--- src/rtl/alu_stage_pkg.sv ---
// Shared widths and control-bus bit positions for the SimpleRisc EX stage.
package alu_stage_pkg;
   localparam int DATA_W = 32;
   localparam int CTRL_W = 22;

   localparam int IDX_ST     = 0;
   localparam int IDX_LD     = 1;
   localparam int IDX_BEQ    = 2;
   localparam int IDX_BGT    = 3;
   localparam int IDX_RET    = 4;
   localparam int IDX_IMM    = 5;
   localparam int IDX_WB     = 6;
   localparam int IDX_UBR    = 7;
   localparam int IDX_CALL   = 8;
   localparam int IDX_ADD    = 9;
   localparam int IDX_SUB    = 10;
   localparam int IDX_CMP    = 11;
   localparam int IDX_MUL    = 12;
   localparam int IDX_DIV    = 13;
   localparam int IDX_MOD    = 14;
   localparam int IDX_LSL    = 15;
   localparam int IDX_LSR    = 16;
   localparam int IDX_ASR    = 17;
   localparam int IDX_OR     = 18;
   localparam int IDX_AND    = 19;
   localparam int IDX_NOT    = 20;
   localparam int IDX_MOV    = 21;

   typedef logic [DATA_W-1:0] word_t;
   typedef logic [CTRL_W-1:0] ctrl_t;
endpackage

--- src/rtl/alu_stage_alu_core.sv ---
// Combinational SimpleRisc ALU: one-hot op select plus equality / signed-greater compare.
module alu_core
   import alu_stage_pkg::*;
(
   input  word_t a_i,
   input  word_t b_i,
   input  ctrl_t ctrl_i,
   output word_t result_o,
   output logic  eq_o,
   output logic  gt_o
);

   logic signed [DATA_W-1:0] a_s;
   logic signed [DATA_W-1:0] b_s;
   logic [4:0] shamt;
   logic       div_zero;
   logic       div_ovf;
   word_t      sum;
   word_t      diff;
   word_t      prod;
   word_t      quot;
   word_t      rem;
   logic       unused_ctrl;

   assign a_s   = a_i;
   assign b_s   = b_i;
   assign shamt = b_i[4:0];
   assign sum   = a_i + b_i;
   assign diff  = a_i - b_i;
   assign prod  = a_i * b_i;

   assign div_zero = (b_i == '0);
   assign div_ovf  = (a_i == 32'h8000_0000) && (b_i == 32'hFFFF_FFFF);

   // The two corner cases are pinned explicitly so the result never depends on
   // how the divider treats a zero divisor or the INT_MIN / -1 overflow.
   always_comb begin
      quot = '0;
      rem  = a_i;
      if (div_zero) begin
         quot = '0;
         rem  = a_i;
      end else if (div_ovf) begin
         quot = a_i;
         rem  = '0;
      end else begin
         quot = word_t'(a_s / b_s);
         rem  = word_t'(a_s % b_s);
      end
   end

   always_comb begin
      result_o = '0;
      if (ctrl_i[IDX_ADD] || ctrl_i[IDX_LD] || ctrl_i[IDX_ST]) result_o = sum;
      else if (ctrl_i[IDX_SUB] || ctrl_i[IDX_CMP])             result_o = diff;
      else if (ctrl_i[IDX_MUL])                                result_o = prod;
      else if (ctrl_i[IDX_DIV])                                result_o = quot;
      else if (ctrl_i[IDX_MOD])                                result_o = rem;
      else if (ctrl_i[IDX_LSL])                                result_o = a_i << shamt;
      else if (ctrl_i[IDX_LSR])                                result_o = a_i >> shamt;
      else if (ctrl_i[IDX_ASR])                                result_o = word_t'(a_s >>> shamt);
      else if (ctrl_i[IDX_OR])                                 result_o = a_i | b_i;
      else if (ctrl_i[IDX_AND])                                result_o = a_i & b_i;
      else if (ctrl_i[IDX_NOT])                                result_o = ~b_i;
      else if (ctrl_i[IDX_MOV])                                result_o = b_i;
   end

   assign eq_o = (a_i == b_i);
   assign gt_o = (a_s > b_s);

   assign unused_ctrl = ^{ctrl_i[IDX_BEQ], ctrl_i[IDX_BGT], ctrl_i[IDX_RET], ctrl_i[IDX_IMM],
                          ctrl_i[IDX_WB], ctrl_i[IDX_UBR], ctrl_i[IDX_CALL]};

endmodule

--- src/rtl/alu_stage.sv ---
// SimpleRisc EX stage: ALU, branch resolution toward IF, compare flags and EX/MA latch.
module alu_stage
   import alu_stage_pkg::*;
(
   input  logic              clk,
   input  logic              reset,
   input  logic [DATA_W-1:0] input_EX_PC,
   input  logic [DATA_W-1:0] EX_branchTarget,
   input  logic [DATA_W-1:0] Operand_EX_A,
   input  logic [DATA_W-1:0] Operand_EX_B,
   input  logic [DATA_W-1:0] Operand_EX_2,
   input  logic [DATA_W-1:0] input_EX_IR,
   input  logic [CTRL_W-1:0] Input_EX_controlBus,
   output logic [DATA_W-1:0] EX_branchPC,
   output logic              EX_is_Branch_Taken,
   output logic [DATA_W-1:0] input_MA_PC,
   output logic [DATA_W-1:0] input_MA_ALU_Result,
   output logic [DATA_W-1:0] input_MA_op2,
   output logic [DATA_W-1:0] input_MA_IR,
   output logic [CTRL_W-1:0] input_MA_controlBus
);

   word_t alu_result;
   logic  alu_eq;
   logic  alu_gt;

   logic  flag_e_q;
   logic  flag_e_d;
   logic  flag_gt_q;
   logic  flag_gt_d;

   word_t pc_q;
   word_t result_q;
   word_t op2_q;
   word_t ir_q;
   ctrl_t ctrl_q;

   alu_core u_alu_core (
      .a_i      (Operand_EX_A),
      .b_i      (Operand_EX_B),
      .ctrl_i   (Input_EX_controlBus),
      .result_o (alu_result),
      .eq_o     (alu_eq),
      .gt_o     (alu_gt)
   );

   assign flag_e_d  = Input_EX_controlBus[IDX_CMP] ? alu_eq : flag_e_q;
   assign flag_gt_d = Input_EX_controlBus[IDX_CMP] ? alu_gt : flag_gt_q;

   // Branches read the registered flags, so a cmp immediately ahead of a beq/bgt
   // has already landed by the time the branch sits in EX.
   assign EX_is_Branch_Taken = Input_EX_controlBus[IDX_UBR]
                             | Input_EX_controlBus[IDX_RET]
                             | (Input_EX_controlBus[IDX_BEQ] & flag_e_q)
                             | (Input_EX_controlBus[IDX_BGT] & flag_gt_q);

   assign EX_branchPC = Input_EX_controlBus[IDX_RET] ? Operand_EX_A : EX_branchTarget;

   always_ff @(posedge clk or posedge reset) begin
      if (reset) begin
         flag_e_q  <= 1'b0;
         flag_gt_q <= 1'b0;
         pc_q      <= '0;
         result_q  <= '0;
         op2_q     <= '0;
         ir_q      <= '0;
         ctrl_q    <= '0;
      end else begin
         flag_e_q  <= flag_e_d;
         flag_gt_q <= flag_gt_d;
         pc_q      <= input_EX_PC;
         result_q  <= alu_result;
         op2_q     <= Operand_EX_2;
         ir_q      <= input_EX_IR;
         ctrl_q    <= Input_EX_controlBus;
      end
   end

   assign input_MA_PC         = pc_q;
   assign input_MA_ALU_Result = result_q;
   assign input_MA_op2        = op2_q;
   assign input_MA_IR         = ir_q;
   assign input_MA_controlBus = ctrl_q;

endmodule

--- config.mk ---
export PLATFORM = sky130hd
export DESIGN_NAME = alu_stage
export DESIGN_NICKNAME = d
export VERILOG_FILES = /design/src/rtl/alu_stage_pkg.sv /design/src/rtl/alu_stage_alu_core.sv /design/src/rtl/alu_stage.sv
export SDC_FILE = /design/constraint.sdc
export NUM_CORES = 2
export LEC_CHECK = 0
export ABC_CLOCK_PERIOD_IN_PS = 8800
export CORE_UTILIZATION = 65
export DETAILED_ROUTE_END_ITERATION = 6
export HOLD_SLACK_MARGIN = 0.05
export MAX_ROUTING_LAYER = met4
export PLACE_DENSITY = 0.85
export SLEW_MARGIN = 10
export SYNTH_ARGS = -nofsm -noshare
export SYNTH_HDL_FRONTEND = slang
export SYNTH_SLANG_ARGS = --single-unit
--- constraint.sdc ---
create_clock -name clk -period 8.8 [get_ports clk]
set_input_delay 1.76 -clock clk [delete_from_list [all_inputs] [get_ports clk]]
set_output_delay 1.76 -clock clk [all_outputs]
set_load 0.01 [all_outputs]
==> metrics.md, run 1 <==
| Metric | Value |
|---|---|
| Status | stopped before the end |
| Synth Instances | 8979 |
| Seq/Total Area, Yosys | 5.87% |
| Err | [ERROR DPL-0033] detailed placement checks failed during check placement. |
| Port Buffer Count | 398 |
| Initial Util | 65.7% |
| I/O pin count | 399 |
| Post-synth top flop | dfrtp_1 |
| Async SR Flop Fraction | 100% |
| Yosys warns | 0 |
| Placer Congestion | 1.51 |
| Yosys cell types | 116 |
| # rows | 115 |
| Fail Step | 3_5_place_dp |
| Avg Inst Size Synth | 7.21 um2 |
| EDFF count, synth | 0 |
| Final HPWL DP | 354000 um |
| Die X | 318 um |
| Height of the die | 318 um |
| Syn nets | 10361 |
| Yosys reg bits | 152 |
| Area of the mapped netlist | 0.0648 mm2 |
[through the flow]
step / hold slack [ns] / cell area (um2)
2_1_floorplan: 0.482 / 67500
3_3_place_gp: 0.512 / 92600
[logic make-up after synthesis]
kind of cell | Yosys count | synth area share, %
buffers and inverters | 1193 | 6.99
AO/OA/AOI/OAI | 2459 | 25.2
flip-flops | 152 | 5.87
multiplexers | 245 | 4.44
XOR/XNOR | 557 | 7.53
adder cells (fa/ha/maj) | 1166 | 27.3
AND/OR/NAND/NOR | 3207 | 22.7
[synth_stat cells (28+ instances only)]
library cell	number	area, um2
a211oi_1	100	751
nor2_1	987	3700
o221ai_1	31	272
o22ai_1	70	438
a211o_1	49	429
and3_1	63	394
nor2b_1	69	432
xor2_1	177	1550
o21bai_1	58	435
or3_1	90	563
mux2_2	83	935
buf_1	90	338
or2_2	52	325
mux2i_1	135	1350
o31ai_1	69	518
and2_1	64	400
xnor2_1	380	3330
nor3_1	241	1210
o21ai_0	443	2220
a31oi_1	121	757
nand2b_1	54	338
and4_1	28	245
o21a_1	117	878
nor4_1	66	413
nand2_1	1088	4080
fa_1	411	8230
a31o_2	33	289
a311oi_1	34	298
a21o_1	181	1360
inv_1	713	2680
dfrtp_1	152	3800
nand3_1	215	1080
a221oi_1	36	315
ha_1	755	9450
nand4_1	86	538
a21oi_1	647	3240
o211ai_1	92	691
clkbuf_1	352	1320
==> run 2, diff against run 1 <==
Settings changed: CORE_UTILIZATION 65 to 40, HOLD_SLACK_MARGIN 0.05 to unset, MAX_ROUTING_LAYER met4 to unset, PLACE_DENSITY 0.85 to unset, PLACE_DENSITY_LB_ADDON set to 0.15.
==> run 2 against run 1 <==
Net effect:
- the flow now finishes, with violations (setup timing)
- synthesized area is the same
- synthesized cell count stayed put
==> metrics.md, run 2 <==
| Metric | Value |
|---|---|
| Final hold vios | 0 |
| Final HPWL DP | 334000 um (-5.4%) |
| Largest net degree at the start of global routing | 77 |
| Final instance area | 0.105 mm2 |
| Initial antenna violation count | 29 |
| Seq/Total Area, Yosys | 5.87% (unchanged) |
| Yosys cell types | 116 (unchanged) |
| R2R cell count | 1 |
| Hold_sp | flag_gt_q |
| Layout area overhead | 62.2% |
| FILL cells | 13837 |
| Post-Route Skew | 0 ns |
| RSZ-0062 raised after global routing | true |
| Critical Path End Type | flop |
| Lkg Pwr | 50.7 nW |
| Root buffer cell | clkbuf_16 |
| Most frequent cells after synthesis | nand2_1, nor2_1, ha_1, inv_1, a21oi_1 |
| Fmax | 14.4 MHz |
| Relative slew slack | 12.8% |
| I/O pin count | 399 (unchanged) |
| Power Density | 436 mW/mm2 |
| Post-synth top flop | dfrtp_1 |
| Endpoints failing setup | 32 |
| Height of the die | 404 um (+27%) |
| Yosys warns | 0 (unchanged) |
| Final #Nets | 13844 |
| Most common cell after layout, fill and taps aside | buf_4 |
| CTS Buf Count | 17 |
| Status | finished with violations |
| TritonCTS clock tree | yes |
| Grt total ovfl | 0 |
| Max Cap Viol | 0 |
| GRT Total Usage | 50.1% |
| # rows | 147 (+28%) |
| Seq pwr share | 1.8% |
| Final Max Slew Viols | 0 |
| Clock tree sinks | 152 |
| Clk buf depth | 2 |
| Clock Power Share | 2.1% |
| FF-to-FF setup slack | 8.03 ns |
| DIE AREA | 0.164 mm2 |
| Crit path largest cell delay | 0.65 ns |
| DRT iter0 DRCs | 11274 |
| Crit Reg-Reg Startpoint | flag_e_q |
| Fraction of layout cells with a size suffix above 1 | 38.7% |
| Crit. Startpoint | Operand_EX_B[1] |
| Residual DRC count | 0 |
| EDFF count, synth | 0 (unchanged) |
| Yosys top cell area share | 14.6% (unchanged) |
| First-pass GRT wire length | 598000 um |
| Cell mode on critical path | buf_4 |
| Vias in the first global route | 87714 |
| Worst Hold Path Cells | 2 |
| Worst setup SP type | input pin |
| Die X | 404 um (+27%) |
| Maximum vdd drop | 0.00156 V |
| Most frequent cells in the layout | buf_4, nand2_1, nor2_1 |
| Crit path kind | input pin to flop |
| Async SR Flop Fraction | 100% (unchanged) |
| Worst-Skew Late Latency | 0.53 ns |
| Avg WL per Cell | 29.4 um |
| DP Area | 0.0959 mm2 |
| Failing checks | setup timing |
| Placer Congestion | 1.14 (-24%) |
| Psw | 24.6 mW |
| Clk slew on worst S/H paths | 0.08 ns |
| DR vias/cell | 6.18 |
| Synth area leaders | ha_1, fa_1, nand2_1 |
| Drt total wl | 432000 um |
| Int Power | 21.2 mW |
| DRT Pass-1 Iters | 6 |
| Most frequent cell after synthesis | nand2_1 |
| Via count | 90587 |
| Synth Instances | 8979 (unchanged) |
| Avg Inst Size Synth | 7.21 um2 (unchanged) |
| Gate power share | 96.2% |
| Core region area | 0.161 mm2 |
| Switching share of power | 53.8% |
| Routed Antenna Nets | 0 |
| Capture point of the worst path | input_MA_ALU_Result[24] |
| Post-Place Worst Slack | -66.00 ns |
| Synth area leader | ha_1 |
| Port Buffer Count | 398 (unchanged) |
| Area of the mapped netlist | 0.0648 mm2 (unchanged) |
| Initial Util | 40.3% (-25 points) |
| CTS HTree Levels | 4 |
| Hold crit path type | flop to flop |
| Crit-path slowest cell | or4_4 |
| Critical Path RT | 9.28 ns |
| Minimum clock period | 69.31 ns |
| Final worst-path cycle share | 788% |
| CP max FO | 13 |
| Slew of the pin with the lowest slew margin | 1.31 ns |
| Yosys reg bits | 152 (unchanged) |
| Syn nets | 10361 (unchanged) |
| Critical path arrival | 69.79 ns |
| Final worst slack | -60.51 ns |
| Reg2reg end | flag_e_q |
-- run 2: critical path: cells and delay by family --
kind / cells / cell delay [ns]
buf+inv: 56 / 8.26
fa+ha+maj: 32 / 9.16
xor+xnor: 1 / 0.18
simple gates: 107 / 19.24
compound gates: 152 / 29.19
mux: 6 / 1.86
-- run 2: area by class of cell --
type / count / area [um2] / share of cell area [%]
diodes: 27 / 67.6 / 0.0643
clock buffers: 18 / 439 / 0.418
clock inverters: 14 / 194 / 0.185
inverters: 735 / 2790 / 2.66
multi-input cells: 7636 / 63500 / 60.4
flip-flops and latches: 152 / 3800 / 3.62
well taps: 2160 / 2700 / 2.57
repair buffers: 3920 / 31600 / 30.0
-- run 2: worst min-delay path by stage --
stage / endpoint / slack, ns
detailed placement: flag_gt_q / 0.53
global placement: flag_gt_q / 0.52
CTS: flag_gt_q / 0.54
global route: flag_e_q / 0.56
finish: flag_gt_q / 0.53
floorplan: flag_e_q / 0.48
-- run 2: logic make-up after synthesis --
family	synth area share [%]
xor+xnor	7.53
buf+inv	6.99
compound gates	25.2
fa+ha+maj	27.3
flops	5.87
simple gates	22.7
mux	4.44
-- run 2: metal layers --
metal	GRT usage, %	share of wire [%]	vias to the layer above	routed length [um]
met5	0.624	0.083	-	358
met2	72.4	40	6411	174000
met1	59.3	36	43094	156000
li1	-	-	38940	-
met3	17.3	13	2118	56300
met4	42.5	10	24	44800
-- run 2: power groups by stage --
stage	Combinational [mW]	Sequential (mW)	Clock, mW
floorplan	18.8	0.843	0
global placement	39.5	0.826	0
detailed placement	40.0	0.830	0
CTS	41.2	0.816	0.944
global route	46.2	0.821	0.973
finish	44.1	0.820	0.943
-- run 2: timing repair --
item	4_1_cts	5_1_grt
endpoints found under the setup margin	32	32
setup buffers	107	238
hold buffers	0	0
pin swaps	169	516
gates resized for setup	335	812
endpoints found under the hold margin	0	0
gates cloned	3	5
-- run 2: stage by stage --
step,total power [mW],util [%],setup TNS (ns),std cells,hold slack (ns)
floorplan,19.6,-,-1879.96,8979,0.482
global placement,40.3,59.8,-2068.45,14252,0.525
detailed placement,40.8,59.8,-2093.32,14252,0.530
CTS,43.0,61.7,-1920.40,14394,0.541
global route,48.0,65.4,-1980.22,14639,0.564
finish,45.8,65.4,-1914.93,14662,0.533
(Power assumes the default switching activity.)
